--- config.mk ---
export PLATFORM = sky130hd
export DESIGN_NAME = wb_arbiter
export DESIGN_NICKNAME = d
export VERILOG_FILES = /design/src/rtl/wb_arbiter.sv
export SDC_FILE = /design/constraint.sdc
export NUM_CORES = 1
export LEC_CHECK = 0
export ABC_AREA = 1
export CAP_MARGIN = 40
export CORE_ASPECT_RATIO = 2
export CORE_UTILIZATION = 35
export DETAILED_ROUTE_END_ITERATION = 7
export PLACE_DENSITY = 0.66
export SYNTH_ARGS = -nofsm -noshare
export SYNTH_HDL_FRONTEND = slang
export SYNTH_SLANG_ARGS = --single-unit
--- constraint.sdc ---
create_clock -name clk -period 4.1 [get_ports clk]
set_input_delay 0.82 -clock clk [delete_from_list [all_inputs] [get_ports clk]]
set_output_delay 0.82 -clock clk [all_outputs]
set_load 0.05 [all_outputs]
--- src/rtl/wb_arbiter.sv ---
// Writeback arbiter: ALU writes hit the register-file port 1 edge after valid, load results 2+ edges after push.
// Backpressure: ld_ready drops when the FIFO is full; alu_stall forces one load drain after STARVE_LIMIT losses.
module wb_arbiter #(
    parameter int DEPTH        = 4,
    parameter int STARVE_LIMIT = 3
) (
    input  logic                         clk,
    input  logic                         rst,
    input  logic                         alu_valid,
    input  logic [4:0]                   alu_rd,
    input  logic [31:0]                  alu_data,
    output logic                         alu_stall,
    input  logic                         ld_valid,
    output logic                         ld_ready,
    input  logic [4:0]                   ld_rd,
    input  logic [31:0]                  ld_data,
    output logic [4:0]                   a3,
    output logic                         we3,
    output logic [31:0]                  wd3,
    input  logic [4:0]                   q_addr,
    output logic                         q_pending,
    output logic [$clog2(DEPTH+1)-1:0]   fifo_count,
    output logic                         proto_err
);

    localparam int AW = $clog2(DEPTH);
    localparam int CW = $clog2(DEPTH + 1);
    localparam int SW = $clog2(STARVE_LIMIT + 1);
    localparam logic [CW-1:0] FULL = CW'(DEPTH);
    localparam logic [SW-1:0] LIM  = SW'(STARVE_LIMIT);

    logic [4:0]    r_mem_rd   [DEPTH];
    logic [31:0]   r_mem_data [DEPTH];
    logic [AW-1:0] r_wptr;
    logic [AW-1:0] r_rptr;
    logic [CW-1:0] r_count;
    logic [SW-1:0] r_starve;
    logic          r_we3;
    logic [4:0]    r_a3;
    logic [31:0]   r_wd3;
    logic          r_proto_err;

    logic          w_fifo_ne;
    logic          w_accept;
    logic          w_push;
    logic          w_pop;
    logic          w_alu_win;
    logic          w_q_hit;
    logic [AW-1:0] w_idx;
    logic [AW-1:0] w_off;

    assign w_fifo_ne  = (r_count != '0);
    assign ld_ready   = (r_count != FULL);
    assign alu_stall  = (r_starve == LIM) && w_fifo_ne;
    assign w_accept   = ld_valid && ld_ready;
    // rd==0 loads complete the handshake but are never stored
    assign w_push     = w_accept && (ld_rd != 5'd0);
    assign w_alu_win  = alu_valid && !alu_stall;
    assign w_pop      = alu_stall || (!alu_valid && w_fifo_ne);

    always_ff @(posedge clk) begin
        if (w_push) begin
            r_mem_rd[r_wptr]   <= ld_rd;
            r_mem_data[r_wptr] <= ld_data;
        end
    end

    always_ff @(posedge clk or posedge rst) begin
        if (rst) begin
            r_wptr      <= '0;
            r_rptr      <= '0;
            r_count     <= '0;
            r_starve    <= '0;
            r_we3       <= 1'b0;
            r_a3        <= 5'd0;
            r_wd3       <= 32'd0;
            r_proto_err <= 1'b0;
        end else begin
            if (w_push) begin
                r_wptr <= r_wptr + 1'b1;
            end
            if (w_pop) begin
                r_rptr <= r_rptr + 1'b1;
            end
            if (w_push && !w_pop) begin
                r_count <= r_count + 1'b1;
            end else if (w_pop && !w_push) begin
                r_count <= r_count - 1'b1;
            end

            if (w_pop || !w_fifo_ne) begin
                r_starve <= '0;
            end else if (w_alu_win && (r_starve != LIM)) begin
                r_starve <= r_starve + 1'b1;
            end

            if (w_pop) begin
                r_we3 <= 1'b1;
                r_a3  <= r_mem_rd[r_rptr];
                r_wd3 <= r_mem_data[r_rptr];
            end else if (w_alu_win) begin
                r_we3 <= (alu_rd != 5'd0);
                r_a3  <= alu_rd;
                r_wd3 <= alu_data;
            end else begin
                r_we3 <= 1'b0;
            end

            if (alu_valid && alu_stall) begin
                r_proto_err <= 1'b1;
            end
        end
    end

    // An entry is live when its distance from the read pointer is below the occupancy
    always_comb begin
        w_q_hit = 1'b0;
        w_idx   = '0;
        w_off   = '0;
        for (int i = 0; i < DEPTH; i++) begin
            w_idx = AW'(i);
            w_off = w_idx - r_rptr;
            if ((CW'(w_off) < r_count) && (r_mem_rd[w_idx] == q_addr)) begin
                w_q_hit = 1'b1;
            end
        end
    end

    assign q_pending  = (q_addr != 5'd0) && ((r_we3 && (r_a3 == q_addr)) || w_q_hit);
    assign a3         = r_a3;
    assign we3        = r_we3;
    assign wd3        = r_wd3;
    assign fifo_count = r_count;
    assign proto_err  = r_proto_err;

endmodule
==> Word level (Yosys, flattened, before mapping) <==
Memories as Yosys holds them, arrays and structs flattened.
Index checks and enable logic that the tools add are counted.
Widths: inputs -> output; s select.
{ "totals": {"register_bits": 48, "mem_bits_rw": 148, "elab_cells": 77, "n_memories": 2} }
{ "classes": {"eq_ne": 8, "reduce_logical": 30, "mux": 16, "magnitude_cmp": 4, "add_sub_neg": 9} }
{ "memory_table": {"columns": ["memory", "depth", "word_bits", "read_ports", "rd_clocked_by_memory_dff", "write_ports", "line", "source"], "rows": [
  ["r_mem_data", 4, 32, 1, 0, 1, "33", "logic [31:0] r_mem_data [DEPTH];"],
  ["r_mem_rd", 4, 5, 5, 0, 1, "32", "logic [4:0] r_mem_rd [DEPTH];"]
]} }
{ "op_table": {"columns": ["op", "count"], "rows": [
  ["$mux 32", 2],
  ["$eq 5x5->1", 5],
  ["$logic_and 1x1->1", 15],
  ["$reduce_bool 5->1", 3],
  ["$lt 2x3->1", 4],
  ["$mux 5", 2],
  ["$mux 1", 8],
  ["$add 2x1->2 const B", 3],
  ["$mux 3", 2],
  ["$reduce_bool 2->1", 3],
  ["$logic_not 1->1", 5],
  ["$mux 2", 2],
  ["$sub 1x2->2 const A", 2],
  ["$sub 2x2->2 const A", 2],
  ["$add 3x1->3 const B", 1],
  ["$logic_or 1x1->1", 3],
  ["$ne 3x3->1 const B", 1],
  ["$reduce_bool 3->1", 1],
  ["$sub 3x1->3 const B", 1],
  ["$eq 2x2->1 const B", 1],
  ["$ne 2x2->1 const B", 1]
]} }

==> Logic depth before layout (Yosys ltp) <==
{ "logic_depth": {"ltp_word": 9, "depth_mapped": 14, "mapped_depth_nobuf": 11} }

==> Worst setup path after synthesis <==
No wires, ideal clock.
{ "synth_timing": {"path_type": "reg-to-reg", "from": "reg r_count[0], in the netlist fifo_count[0]", "to": "mem r_mem_data[0][0], enable pin", "period_less_slack_ps": 3573, "setup_time_ps": 431, "setup_slack_ps": 527, "stages_incl_launch_ff": 5, "required_ps": 3669, "arrival_time_ps": 3141, "path_cell_list": "dfrtp_1 -> nor2_2 -> nand2_1 -> nand3_1 -> nor2_1"} }
{ "synth_via": {"elab_chain_len": 5} }
{ "synth_lines": {"columns": ["item", "line", "source"], "rows": [
  ["from (decl)", "36", "logic [CW-1:0] r_count;"],
  ["from (signal assigned)", "86", "r_count <= r_count + 1'b1;"],
  ["from (signal assigned)", "88", "r_count <= r_count - 1'b1;"],
  ["$ne 3x3->1", "53", "assign ld_ready = (r_count != FULL);"],
  ["net ld_ready", "14", "output logic ld_ready,"],
  ["$logic_and 1x1->1", "55", "assign w_accept = ld_valid && ld_ready;"],
  ["$logic_and 1x1->1", "57", "assign w_push = w_accept && (ld_rd != 5'd0);"],
  ["$mux 1", "62", "if (w_push) begin"],
  ["$mux 1 (not written as such)", "64", "r_mem_data[r_wptr] <= ld_data;"],
  ["to (decl)", "33", null]
]} }
The timed path passes the listed nets, and every way through them passes these cells.

==> Final worst setup path <==
{ "layout_timing": {"from": "reg r_rptr[0]", "to": "out q_pending"} }
{ "layout_via": {"elab_chain_len": 9} }
{ "layout_lines": {"columns": ["item", "line", "source"], "rows": [
  ["from (decl)", "35", "logic [AW-1:0] r_rptr;"],
  ["from (signal assigned)", "83", "r_rptr <= r_rptr + 1'b1;"],
  ["$sub 1x2->2", "122", "w_off = w_idx - r_rptr;"],
  ["$lt 2x3->1", "123", "if ((CW'(w_off) < r_count) && (r_mem_rd[w_idx] == q_addr)) begin"],
  ["$logic_and 1x1->1", "123", null],
  ["$mux 1 (3 in series)", "123", null],
  ["$mux 1 *", "123", null],
  ["$logic_or 1x1->1 *", "129", "assign q_pending = (q_addr != 5'd0) && ((r_we3 && (r_a3 == q_addr)) || w_q_hit);"],
  ["$logic_and 1x1->1 *", "129", null],
  ["to (decl)", "21", "output logic q_pending,"]
]} }
Every way passes the cells marked *; elsewhere a longest branch is shown, timed or not.

==> results by group <==
Final layout
  • Layout fillers: 2100
  • Multi-input combinational cell area: ~0.0021 mm²
  • Share of layout cells above drive strength 1: 0.07643
  • Area growth, synth to finish: 27.40%
  • Seq. cell area: 0.005645 mm²
  • Final #Nets: 866

Worst hold path
  • Hold depth: 1
  • Worst hold path type: reg -> reg
  • HP Start: r_starve[0]
  • Hold Path Sink: r_starve[0]

Placement
  • Routability congestion estimate: 0.8528
  • Pre-CTS setup slack: 0.8580 ns
  • I/O Buffers: around 130
  • Final HPWL DP: 13.39 mm

Timing
  • Slew Limit Fails: 0
  • Final WS setup: 0.8508 ns
  • Smallest hold slack: 0.4343 ns
  • Final Skew: 0.01241 ns
  • Final min period: 3.249 ns
  • Peak Freq: 307.8 MHz
  • RSZ-0062 raised after global routing: no
  • Fin. Hold Viols: 0
  • Worst Max-Slew Pin Slew: 0.7768 ns
  • Setup TNS: 0 ns
  • Slew HR: 0.4822
  • Period Utilization, post-route: 0.7925
  • # setup viols final: 0

Routing
  • Final ANT Viol Nets: 0
  • Vias/cell: 5.010
  • Number of remaining DRC errors: 0
  • Initial DRT Pass Iterations: 4
  • Routed len/inst: 19.31 µm
  • Routed wire length: 20.62 mm
  • Vias post-DR: 5351
  • Starting DRC count in detailed routing: 331

Logic synthesis
  • Count leader, synth: edfxtp_1
  • Synth top cells by count: edfxtp_1, nand2_1, a22oi_1
  • Syn Inst Count: 646
  • Syn avg cell area: 12.45 µm²
  • Post-Synthesis Cell Area: 0.008041 mm²
  • Ys Warns: 0
  • Post-synth ARST share: 0.2449
  • Net Count, Synth: between 700 and 800
  • Yosys top cell area share: 0.5527
  • Register area share after synthesis: 0.7020
  • Post-synth top flop: edfxtp_1
  • Yosys top cell by area: edfxtp_1
  • Synthesized flop and latch total: roughly 200
  • Ranking of synthesized cells by area: edfxtp_1, dfrtp_1, nand2_1
  • Post-synth cell types: 29
  • Number of flops mapped to enable cells by yosys: 148

Clocking
  • PostCTS Resize Cnt: 0
  • Clk pin slew, worst setup/hold paths: approximately 0.07 ns
  • Clock tree root buffer cell: clkbuf_16
  • # clock sinks: a little under 200
  • Clk_lat worst skew: ~0.45 ns
  • H-tree depth: 4
  • Hold buffers post-CTS: 0
  • Setup Buffers After CTS: 0
  • CTS tree: built
  • Clock Path Buffers: 2
  • Total clock buffers created by CTS: 17

GRT
  • Vias in the first global route: 5533
  • GRT overflow: 0
  • Initial antenna violation count: 5
  • Pin count of the biggest net entering global routing: 66
  • GRT Overall Usage: 0.1837
  • First-pass GRT wire length: 30.97 mm

Setup path
  • Worst reg2reg path depth: 12
  • Maximum fanout along the worst path: 7
  • Startpoint types: register
  • Crit. End Element: output pin
  • Reg2reg setup slack: between 1.5 and 2 ns
  • Required @ worst endpoint: 3.28 ns
  • WS Path Type: reg -> out
  • Reg2Reg Capture Point: fifo_count[2]
  • CP startpoint: r_rptr[0]
  • Reg-to-Reg Start: fifo_count[0]
  • Crit path arrival time: 2.43 ns

Die
  • I/O pin count: 128
  • Die Height: 216.4 µm
  • Initial Util: 0.3552
  • Row count: 78
  • Die W: ~110 µm
  • Core ar.: 0.02264 mm²
  • Die area: 0.02362 mm²

Power
  • PwrDens: 752.9 mW/mm²
  • IR Drop Worst-Case VDD: between 0.4 and 0.5 mV
  • Static Leak: around 3.7 nW

Run status
  • Status: finished clean

Run
  • MaxCap Viol Count: 0
state kept, by name (all words and copies together) (netlist names):
| register | cells |
|---|---|
| a3 | 5 |
| fifo_count | 3 |
| proto_err | 1 |
| r_mem_data | 128 |
| r_mem_rd | 20 |
| r_rptr | 2 |
| r_starve | 2 |
| r_wptr | 2 |
| wd3 | 32 |
| we3 | 1 |
metrics by stage:
stage	util	std cells	power, mW	instance area (µm²)
after floorplan	-	646	5.028	8041
after global placement	0.4256	1031	6.127	9637
after detailed placement	0.4281	1033	6.240	9692
after CTS	0.4521	1065	7.803	10240
after global routing	0.4524	1067	8.144	10240
final	0.4525	1068	7.714	10240
how the worst max path moves through the flow:
stage	endpoint
final	q_pending
after global routing	q_pending
after CTS	q_pending
after detailed placement	q_pending
after global placement	q_pending
after floorplan	r_mem_data[0][0]
where the power goes:
part	switching, mW	total (mW)	internal (mW)
Clock	0.774	1.57	0.792
Sequential	0.262	2.96	2.70
Combinational	2.14	3.19	1.05
Total	3.17	7.71	4.54
logic make-up (layout without fill, tap and decap cells):
group                    count (synthesis)  count (layout)  share of synthesized area
flip-flops                             196             196                     0.7020
XOR/XNOR                                20              20                    0.02178
AND/OR/NAND/NOR                        227             227                     0.1197
other                                    0               3                          0
adder cells (fa/ha/maj)                 11              11                    0.01805
AO/OA/AOI/OAI                          124             124                    0.09927
buffers and inverters                   68             207                    0.03921
per-layer routing:
metal / up-vias / wire, µm / global-route usage / share of wire
met5: - / 22 / 0 / 0.0011
met4: 4 / 608 / 0.08756 / 0.029
met3: 33 / 880 / 0.04752 / 0.043
met2: 127 / 11630 / 0.3415 / 0.56
met1: 2625 / 7480 / 0.1835 / 0.36
li1: 2562 / - / - / -
critical path, cell delays in order (launching register included):
cell and delay [ns]:
dfrtp_1 0.50, nand2_1 0.11, inv_1 0.05, nor2_1 0.17, inv_1 0.07, ha_1 0.27, a21oi_1 0.18, nor2_1 0.08
nor2_1 0.10, nor2_1 0.05, a21oi_1 0.22, buf_12 0.17
cells in the final DEF (no fill, tap or decap), types with 2 or more instances in the layout:
master	count
ha_1	10
nand3_1	32
a21oi_1	10
diode_2	3
a22oi_1	50
clkinv_4	3
dfrtp_1	48
nor2_1	32
nand4_1	12
buf_16	2
o211ai_1	18
inv_6	5
nor3_1	2
edfxtp_1	148
o21ai_1	16
xnor2_1	11
xor2_1	9
clkinvlp_4	2
inv_2	2
nor2_4	8
inv_8	2
o21ai_0	28
nand2_1	137
clkdlybuf4s50_1	126
clkbuf_16	17
inv_1	31
buf_12	2
buf_4	12
cell type report:
cell class,count,share of cell area
diodes,3,0.0007328
clock buffers,18,0.04189
clock inverters,14,0.01136
inverters,33,0.01209
multi-input cells,382,0.2075
flip-flops and latches,196,0.5511
well taps,280,0.03420
repair buffers,142,0.1412
No activity file was read; power rests on OpenSTA's default activity.
